<file path="config.mk">
export PLATFORM = sky130hd
export DESIGN_NAME = regfile_mp_flat
export DESIGN_NICKNAME = d
export VERILOG_FILES = /design/src/rtl/regfile_mp_if.sv /design/src/rtl/regfile_mp.sv /design/src/flat_wrapper.sv
export SDC_FILE = /design/constraint.sdc
export NUM_CORES = 2
export LEC_CHECK = 0
export BUFFER_PORTS_ARGS = -buffer_cell sky130_fd_sc_hd__clkbuf_2
export CAP_MARGIN = 5
export CELL_PAD_IN_SITES_DETAIL_PLACEMENT = 0
export CELL_PAD_IN_SITES_GLOBAL_PLACEMENT = 1
export CORE_MARGIN = 10
export CORE_UTILIZATION = 35
export DETAILED_ROUTE_END_ITERATION = 12
export GPL_TIMING_DRIVEN = 0
export PLACE_DENSITY = 0.69
export SYNTH_ARGS = -nofsm -noshare
export SYNTH_HDL_FRONTEND = slang
export SYNTH_SLANG_ARGS = --single-unit
</file>
<file path="constraint.sdc">
create_clock -name clk -period 3.3 [get_ports clk]
set_input_delay 0.66 -clock clk [delete_from_list [all_inputs] [get_ports clk]]
set_output_delay 0.66 -clock clk [all_outputs]
set_load 0.01 [all_outputs]
</file>
<file path="src/rtl/regfile_mp_if.sv">
// Register-file port bundle: clear handshake, NW write ports and NR read ports, packed per port.
interface regfile_mp_if #(
    parameter int XLEN  = 32,
    parameter int DEPTH = 32,
    parameter int NR    = 2,
    parameter int NW    = 1
);
    localparam int AW = $clog2(DEPTH);

    logic                 clr_req;
    logic                 clr_busy;
    logic [NW-1:0]        wb_en;
    logic [NW*AW-1:0]     rd_index;
    logic [NW*XLEN-1:0]   wb_data;
    logic [NR*AW-1:0]     rs_index;
    logic [NR*XLEN-1:0]   rs_data_out;

    modport master (
        output clr_req, wb_en, rd_index, wb_data, rs_index,
        input  clr_busy, rs_data_out
    );

    modport slave (
        input  clr_req, wb_en, rd_index, wb_data, rs_index,
        output clr_busy, rs_data_out
    );
endinterface

</file>
<file path="src/rtl/regfile_mp.sv">
// Multi-port register file with NR combinational reads, NW clocked writes and a post-reset clear sweep.
// Optional same-cycle write-to-read bypass when RF_BYPASS_EN is defined.
module regfile_mp #(
    parameter int XLEN     = 32,
    parameter int DEPTH    = 32,
    parameter int NR       = 2,
    parameter int NW       = 1,
    parameter int ZERO_REG = 1
) (
    input  logic         clk,
    input  logic         rst,
    regfile_mp_if.slave  rf
);
    localparam int AW = $clog2(DEPTH);
    localparam logic [AW-1:0] LAST    = AW'(DEPTH - 1);
    localparam logic [AW:0]   DEPTH_W = (AW + 1)'(DEPTH);

`ifdef RF_BYPASS_EN
    localparam bit BYPASS = 1'b1;
`else
    localparam bit BYPASS = 1'b0;
`endif

    typedef enum logic {
        CLEAR = 1'b0,
        IDLE  = 1'b1
    } state_e;

    state_e          state_q, state_d;
    logic [AW-1:0]   clr_cnt_q, clr_cnt_d;
    logic            clr_busy_q, clr_busy_d;

    logic [XLEN-1:0] mem_q [DEPTH];
    logic [XLEN-1:0] mem_d [DEPTH];

    logic [NW-1:0]   wr_vld;
    logic [AW-1:0]   wr_idx [NW];
    logic [XLEN-1:0] wr_dat [NW];
    logic [AW-1:0]   rs_idx [NR];
    logic [XLEN-1:0] rs_dat [NR];

    function automatic logic in_range(input logic [AW-1:0] idx);
        return {1'b0, idx} < DEPTH_W;
    endfunction

    function automatic logic zero_hit(input logic [AW-1:0] idx);
        return (ZERO_REG != 0) && (idx == '0);
    endfunction

    // Clear sequencer next-state
    always_comb begin
        state_d    = state_q;
        clr_cnt_d  = clr_cnt_q;
        clr_busy_d = clr_busy_q;
        case (state_q)
            CLEAR: begin
                if (clr_cnt_q == LAST) begin
                    state_d    = IDLE;
                    clr_cnt_d  = '0;
                    clr_busy_d = 1'b0;
                end else begin
                    clr_cnt_d = clr_cnt_q + 1'b1;
                end
            end
            IDLE: begin
                if (rf.clr_req) begin
                    state_d    = CLEAR;
                    clr_cnt_d  = '0;
                    clr_busy_d = 1'b1;
                end
            end
            default: begin
                state_d    = CLEAR;
                clr_cnt_d  = '0;
                clr_busy_d = 1'b1;
            end
        endcase
    end

    always_ff @(posedge clk or posedge rst) begin
        if (rst) begin
            state_q    <= CLEAR;
            clr_cnt_q  <= '0;
            clr_busy_q <= 1'b1;
        end else begin
            state_q    <= state_d;
            clr_cnt_q  <= clr_cnt_d;
            clr_busy_q <= clr_busy_d;
        end
    end

    // A write survives only in IDLE, in range, and not aimed at a hardwired zero
    always_comb begin
        wr_vld = '0;
        for (int k = 0; k < NW; k++) begin
            wr_idx[k] = rf.rd_index[k*AW +: AW];
            wr_dat[k] = rf.wb_data[k*XLEN +: XLEN];
            wr_vld[k] = rf.wb_en[k] && (state_q == IDLE) &&
                        in_range(wr_idx[k]) && !zero_hit(wr_idx[k]);
        end
    end

    // Ascending port order lets the highest-numbered port win a conflict
    always_comb begin
        mem_d = mem_q;
        if (state_q == CLEAR) begin
            mem_d[clr_cnt_q] = '0;
        end else begin
            for (int k = 0; k < NW; k++) begin
                if (wr_vld[k]) begin
                    mem_d[wr_idx[k]] = wr_dat[k];
                end
            end
        end
    end

    always_ff @(posedge clk) begin
        mem_q <= mem_d;
    end

    always_comb begin
        rf.rs_data_out = '0;
        for (int j = 0; j < NR; j++) begin
            rs_idx[j] = rf.rs_index[j*AW +: AW];
            rs_dat[j] = '0;
            if (!clr_busy_q && in_range(rs_idx[j]) && !zero_hit(rs_idx[j])) begin
                rs_dat[j] = mem_q[rs_idx[j]];
                if (BYPASS) begin
                    for (int k = 0; k < NW; k++) begin
                        if (wr_vld[k] && (wr_idx[k] == rs_idx[j])) begin
                            rs_dat[j] = wr_dat[k];
                        end
                    end
                end
            end
            rf.rs_data_out[j*XLEN +: XLEN] = rs_dat[j];
        end
    end

    assign rf.clr_busy = clr_busy_q;

endmodule

</file>
<file path="src/flat_wrapper.sv">
// flat-port wrapper written by rule: the top's interface ports become plain ports
module regfile_mp_flat 
#(
    parameter int XLEN     = 32,
    parameter int DEPTH    = 32,
    parameter int NR       = 2,
    parameter int NW       = 1,
    parameter int ZERO_REG = 1
)
  (clk, rst, rf_clr_req, rf_wb_en, rf_rd_index, rf_wb_data, rf_rs_index, rf_clr_busy, rf_rs_data_out);
  regfile_mp_if #(.XLEN(XLEN), .DEPTH(DEPTH), .NR(NR), .NW(NW)) rf_i ();
  input  logic clk;
  input  logic rst;
  input wire logic [$bits(rf_i.clr_req)-1:0] rf_clr_req;
  input wire logic [$bits(rf_i.wb_en)-1:0] rf_wb_en;
  input wire logic [$bits(rf_i.rd_index)-1:0] rf_rd_index;
  input wire logic [$bits(rf_i.wb_data)-1:0] rf_wb_data;
  input wire logic [$bits(rf_i.rs_index)-1:0] rf_rs_index;
  output wire logic [$bits(rf_i.clr_busy)-1:0] rf_clr_busy;
  output wire logic [$bits(rf_i.rs_data_out)-1:0] rf_rs_data_out;
  assign rf_i.clr_req = rf_clr_req;
  assign rf_i.wb_en = rf_wb_en;
  assign rf_i.rd_index = rf_rd_index;
  assign rf_i.wb_data = rf_wb_data;
  assign rf_i.rs_index = rf_rs_index;
  assign rf_clr_busy = rf_i.clr_busy;
  assign rf_rs_data_out = rf_i.rs_data_out;
  regfile_mp #(.XLEN(XLEN), .DEPTH(DEPTH), .NR(NR), .NW(NW), .ZERO_REG(ZERO_REG)) u_core (.clk(clk), .rst(rst), .rf(rf_i));
endmodule
</file>
# Word level (Yosys, flattened, before mapping)

Index checks and enable logic that the tools add are counted.

Output and inout bits: 65
Input port bits: 51
Register bits after elaboration: 1031

Bitwise logic cells: 7
Add/subtract/negate cells: 1
Magnitude comparators: 6
Reductions and logical operators: 14
Equal/unequal tests: 4
Multiplexer cells: 24

Operators by type and width:

| kind                                                                         | number |
|---|---|
| 1024-bit two-way mux                                                         | 2 |
| 1024-bit AND                                                                 | 1 |
| 1024-bit bitwise mux                                                         | 1 |
| 1024-bit NOT                                                                 | 1 |
| 32-bit binary-select mux with 5-bit select                                   | 2 |
| 32-bit demux with 5-bit select                                               | 2 |
| 32-bit two-way mux                                                           | 8 |
| 6-bit >= comparator, second input constant                                   | 4 |
| 5-bit NOT with 6-bit output                                                  | 4 |
| 5-bit logical NOT                                                            | 3 |
| 6-bit by 1-bit less-than comparator with 1-bit output, second input constant | 2 |
| 5-bit two-way mux                                                            | 2 |
| 5-bit one-hot mux with 2 select lines                                        | 1 |
| 1-bit logical AND                                                            | 6 |
| 5-bit by 1-bit adder with 5-bit output, second input constant                | 1 |
| 5-bit equality test, second input constant                                   | 1 |
| 1-bit logical NOT                                                            | 4 |
| 1-bit two-way mux                                                            | 4 |
| 2-bit inequality test, second input constant                                 | 2 |
| 1-bit one-hot mux with 2 select lines                                        | 2 |
| 2-bit by 1-bit inequality test with 1-bit output, second input constant      | 1 |
| 2-bit AND reduction                                                          | 1 |
| 1-bit NOT                                                                    | 1 |

# Logic depth before layout (Yosys ltp)

Word-level depth: 8
Gate-level depth with buffers: 9
Gate-level depth less buffers: 6

# Worst setup path after synthesis

No wires, ideal clock.

Path kind: input-to-reg
Start: in rf_rd_index[0]
End: reg u_core.mem_q[544] in the netlist's numbering, enable pin
Path slack: -1.220 ns
Cell stages on the path: 8
Data required time: 2.830 ns
Data arrival time: 4.050 ns
Cells stage by stage: buf_2 -> or3_1 -> clkbuf_1 -> or2_1 -> buf_2 -> nand2_4 -> buf_4 -> o31ai_1

Word-level cells in the longest chain between the ends: 4

RTL lines:

| element                                | line               | text |
|---|---|---|
| start: declaration                     | flat_wrapper.sv:16 | `input wire logic [$bits(rf_i.rd_index)-1:0] rf_rd_index;` |
| 5-bit logical NOT                      | regfile_mp.sv:47   | `return (ZERO_REG != 0) && (idx == '0);` |
| 1-bit logical NOT                      | regfile_mp.sv:99   | `in_range(wr_idx[k]) && !zero_hit(wr_idx[k]);` |
| 1-bit logical AND                      | regfile_mp.sv:99   |  |
| 2-bit inequality test (no source line) | n/a                |  |
| end signal: assignment                 | regfile_mp.sv:118  | `mem_q <= mem_d;` |
| end: declaration                       | regfile_mp.sv:33   | `logic [XLEN-1:0] mem_q [DEPTH];` |

No other way between the ends.
A chain may end at the register's enable or synchronous reset.

# Worst setup path after layout

Start: in rf_rs_index[0]
End: out rf_rs_data_out[14]

Word-level cells in the longest chain between the ends: 5
Elaborated cells on any way between the ends: 8
Those cells by class: mux: 4; bitwise: 1; reduce/logical: 3

RTL lines:

| element                                               | line               | text |
|---|---|---|
| start: declaration                                    | flat_wrapper.sv:18 | `input wire logic [$bits(rf_i.rs_index)-1:0] rf_rs_index;` |
| 5-bit NOT with 6-bit output (not written as such)     | regfile_mp.sv:127  | `rs_dat[j] = mem_q[rs_idx[j]];` |
| 32-bit binary-select mux with 5-bit select            | regfile_mp.sv:127  |  |
| 32-bit two-way mux (not written as such) (2 in a row) | regfile_mp.sv:127  |  |
| 32-bit two-way mux *                                  | regfile_mp.sv:126  | `if (!clr_busy_q && in_range(rs_idx[j]) && !zero_hit(rs_idx[j])) begin` |
| end: declaration                                      | flat_wrapper.sv:20 | `output wire logic [$bits(rf_i.rs_data_out)-1:0] rf_rs_data_out;` |

Mark *: on every way between the ends. The rest lies on a longest branch, timed or not. The select of a mux whose other input is x is not followed.

==> impl_metrics.toml <==
[status]
outcome = "complete, but fails checks"
violations = "max-capacitance violations, max-slew violations, negative setup slack"

[drt]
wire_per_inst_um = 38.8
vias = 48645
wl_mm = 280
drc = 0
first_pass_iters = 9
drt-initial-drc-count = 7458
ant_nets = 0
vias_per_cell = 6.75

[critical_path]
max_stage_delay_ps = 510
crit_fanout = 7
crit_slowest_cell = "nand4_1"
crit_path_frequent_cell = "buf_12"
path_buf_inv = 5
path_class = "in -> out"
cp_top_family = "compound AO/OA/AOI/OAI gates"
crit_required_ps = 2640
worstSetupStartpointType = "input port"
worstPathArrival_ps = 3500
cp-end-kind = "output port"
crit_chain = "clkbuf_16 -> buf_12 -> buf_16 -> buf_12 -> mux4_2 -> a22oi_2 -> o31a_1 -> nand4_1 -> buf_2"

[cts]
cts-buffers-inserted = 113
clock_sinks = 1031
htreeDepth = 3
root_buffer = "clkbuf_16"
cts_tree = "built"
path_clk_slew_ps = 70
cts.path.max_buffers = 3
clk_latency_ps = 770

[timing]
hold_viol = 0
period_share_pct = 126
tightest_slew_ps = 1560
setup_viol = 190
final.setup_skew_ps = 37.2
period_needed_ps = 4160
rsz0062_at_grt = "yes"
layout_setup_ws_ps = -858
clock.fmax_mhz = 241
slew_violations = 6
slew_headroom_pct = -4.21
setup_tns_ps = -36730

[place]
port_buffers = 111
gp_congestion = 1.04
dp.cells = 6925
hpwlAfterDp_mm = 218
dp_slack_ps = -2010

[global_routing]
grt_pass1_wl_mm = 376
grt.overflow.total = 0
antenna_found_initial = 13
grt.total_usage_pct = 28.6
first_global_vias = 45842
grt_max_degree = 36

[synth]
syn_avg_cell_area_um2 = 13.0
synth.distinct_cells = 53
ys_ff_latch = 1031
netlist_instances = 4564
synth.area.top_cells = "edfxtp_1 (52%), a22o_1 (12%), mux4_2 (9.6%)"
synth_area_um2 = 59100
synthArstFlopShare_pct = 0.679
ys.flop_type = "edfxtp_1"
syn_nets = 4620
yosysWarnings = 0
yosysTopAreaCellShare_pct = 52.0
synth_top_area_cell = "edfxtp_1"
synth-seq-area-share_pct = 52.3
synth_edf_count = 1024

[power]
totalPowerFinal_mw = 67.7
power_density_nw_per_um2 = 967
power.leakage_nw = 27.1
ir_drop_uv = 527

[floorplanning]
die_area_um2 = 186000
start_util_pct = 35.3
core-area_um2 = 168000
rows = 150
die_w_um = 431
fp.dieH_um = 431
top_level_ports = 116

[cells_and_area]
multi_input_area_um2 = 27100
fillCellCount = 15573
instances_no_fill = 7207
syn2layout_area_growth_pct = 18.5
seqCellArea_um2 = 30900
finalNetCount = 4957
final_util_pct = 41.8
layout-drive-gt1-share_pct = 25.4

[job]
maxCapViolations = 1

[hold_path]
hold_path.class = "in -> reg"
-- path summary, 6_finish.rpt --
path	startpoint	end	slack, ps	depth (start not counted)
worst min-delay path	rf_clr_req	u_core.clr_cnt_q[4]$_DFFE_PP0P_	260	2
worst min register to register	u_core.mem_q[1001]$_DFFE_PP_	u_core.mem_q[1001]$_DFFE_PP_	580	2
worst max-delay path	rf_rs_index[0]	rf_rs_data_out[14]	-860	9
min in group asynchronous	rst	u_core.clr_cnt_q[4]$_DFFE_PP0P_	450	3
worst max register to register	u_core.state_q$_DFF_PP0_	u_core.mem_q[313]$_DFFE_PP_	-100	5
max in group asynchronous	rst	u_core.rf.clr_busy$_DFFE_PP1P_	2580	3
-- final cells by class --
type                            instances  area share, %
Sequential cell                      1031           44.1
Multi-Input combinational cell       2981           38.7
Buffer                                540           4.53
Clock buffer                          130           4.25
Tap cell                             2204           3.94
Timing Repair Buffer                  229           3.08
Clock inverter                         80           1.32
Inverter                                5         0.0268
Antenna cell                            7         0.0250
-- cells in the mapped netlist, drive strengths merged, types with 63 or more instances --
| cell | number |
|---|---|
| nand2 | 341 |
| edfxtp | 1024 |
| nand3 | 96 |
| o21ai | 301 |
| o22ai | 65 |
| a22oi | 159 |
| a211oi | 65 |
| nor2b | 77 |
| a22o | 833 |
| buf | 177 |
| mux4 | 252 |
| clkbuf | 370 |
| mux2 | 196 |
| mux2i | 260 |
| nand4 | 63 |
-- routing by layer --
metal  up-vias  track usage (%)  part of all wire, %
li1      19401                -                    -
met1     24754             35.7                   37
met2      3796             43.0                   43
met3       686             9.18                   13
met4         8             17.6                  7.1
met5         -                0                0.016
-- layout by cell type (no fill, tap or decap), types with 11 or more instances in the layout --
master / netlist / layout
bufinv_16: 0 / 20
buf_2: 143 / 114
o31a_1: 31 / 31
and2_1: 39 / 38
nand3_2: 0 / 11
clkbuf_4: 0 / 20
nand3_1: 96 / 85
a22o_4: 0 / 30
mux2i_1: 260 / 258
o21ai_0: 265 / 263
edfxtp_1: 1024 / 1024
nor2_1: 34 / 31
or3_1: 32 / 29
a22oi_2: 0 / 30
clkinv_1: 0 / 21
buf_6: 4 / 38
mux2_2: 196 / 196
buf_4: 27 / 93
a22oi_1: 159 / 129
clkbuf_16: 0 / 126
o22ai_1: 65 / 65
o21ai_1: 36 / 31
nor2b_1: 77 / 76
a31oi_4: 0 / 17
nand4_1: 63 / 63
a31oi_1: 48 / 29
mux4_2: 252 / 252
buf_12: 0 / 25
o31ai_4: 0 / 21
buf_8: 0 / 50
nand2_1: 340 / 334
a211oi_1: 65 / 65
clkinv_2: 0 / 23
a21oi_1: 18 / 18
clkbuf_2: 0 / 128
a22o_1: 833 / 803
clkbuf_1: 370 / 290
-- cells by family after synthesis --
kind of cell               synth area share (%)
AOI/OAI and AO/OA                          19.9
adders and majority gates                 0.106
buffers and inverters                      4.03
DFF                                        52.3
muxes                                      17.7
and+or+nand+nor                            5.95
-- flip-flops by register name, summed over array words and instances (netlist names) --
name	cells
u_core.mem_q	1024
u_core.state_q	1
u_core.rf.clr_busy	1
u_core.clr_cnt_q	5
-- power breakdown --
part	internal [mW]	leakage, nW	total, mW	switching, mW
clock	8.00	1.90	13.9	5.91
combinational	10.2	13.6	25.0	14.8
sequential	23.7	11.6	28.8	5.12
-- timing repair --
item                                    4_1_cts  5_1_grt
endpoints found under the setup margin     1403      124
pin swaps                                    38       48
gates resized for setup                     383      139
hold buffers                                  1        0
setup buffers                                33       38
endpoints found under the hold margin         6        0
gates cloned                                  3        1
-- metrics by stage --
step           cell area [um^2]  hold slack [ps]
6_report                  70100              261
5_1_grt                   70000              260
4_1_cts                   69300              244
3_5_place_dp              63600              563
3_3_place_gp              62600              549
2_1_floorplan             59300              463
Power figures use the tool's default switching activity.
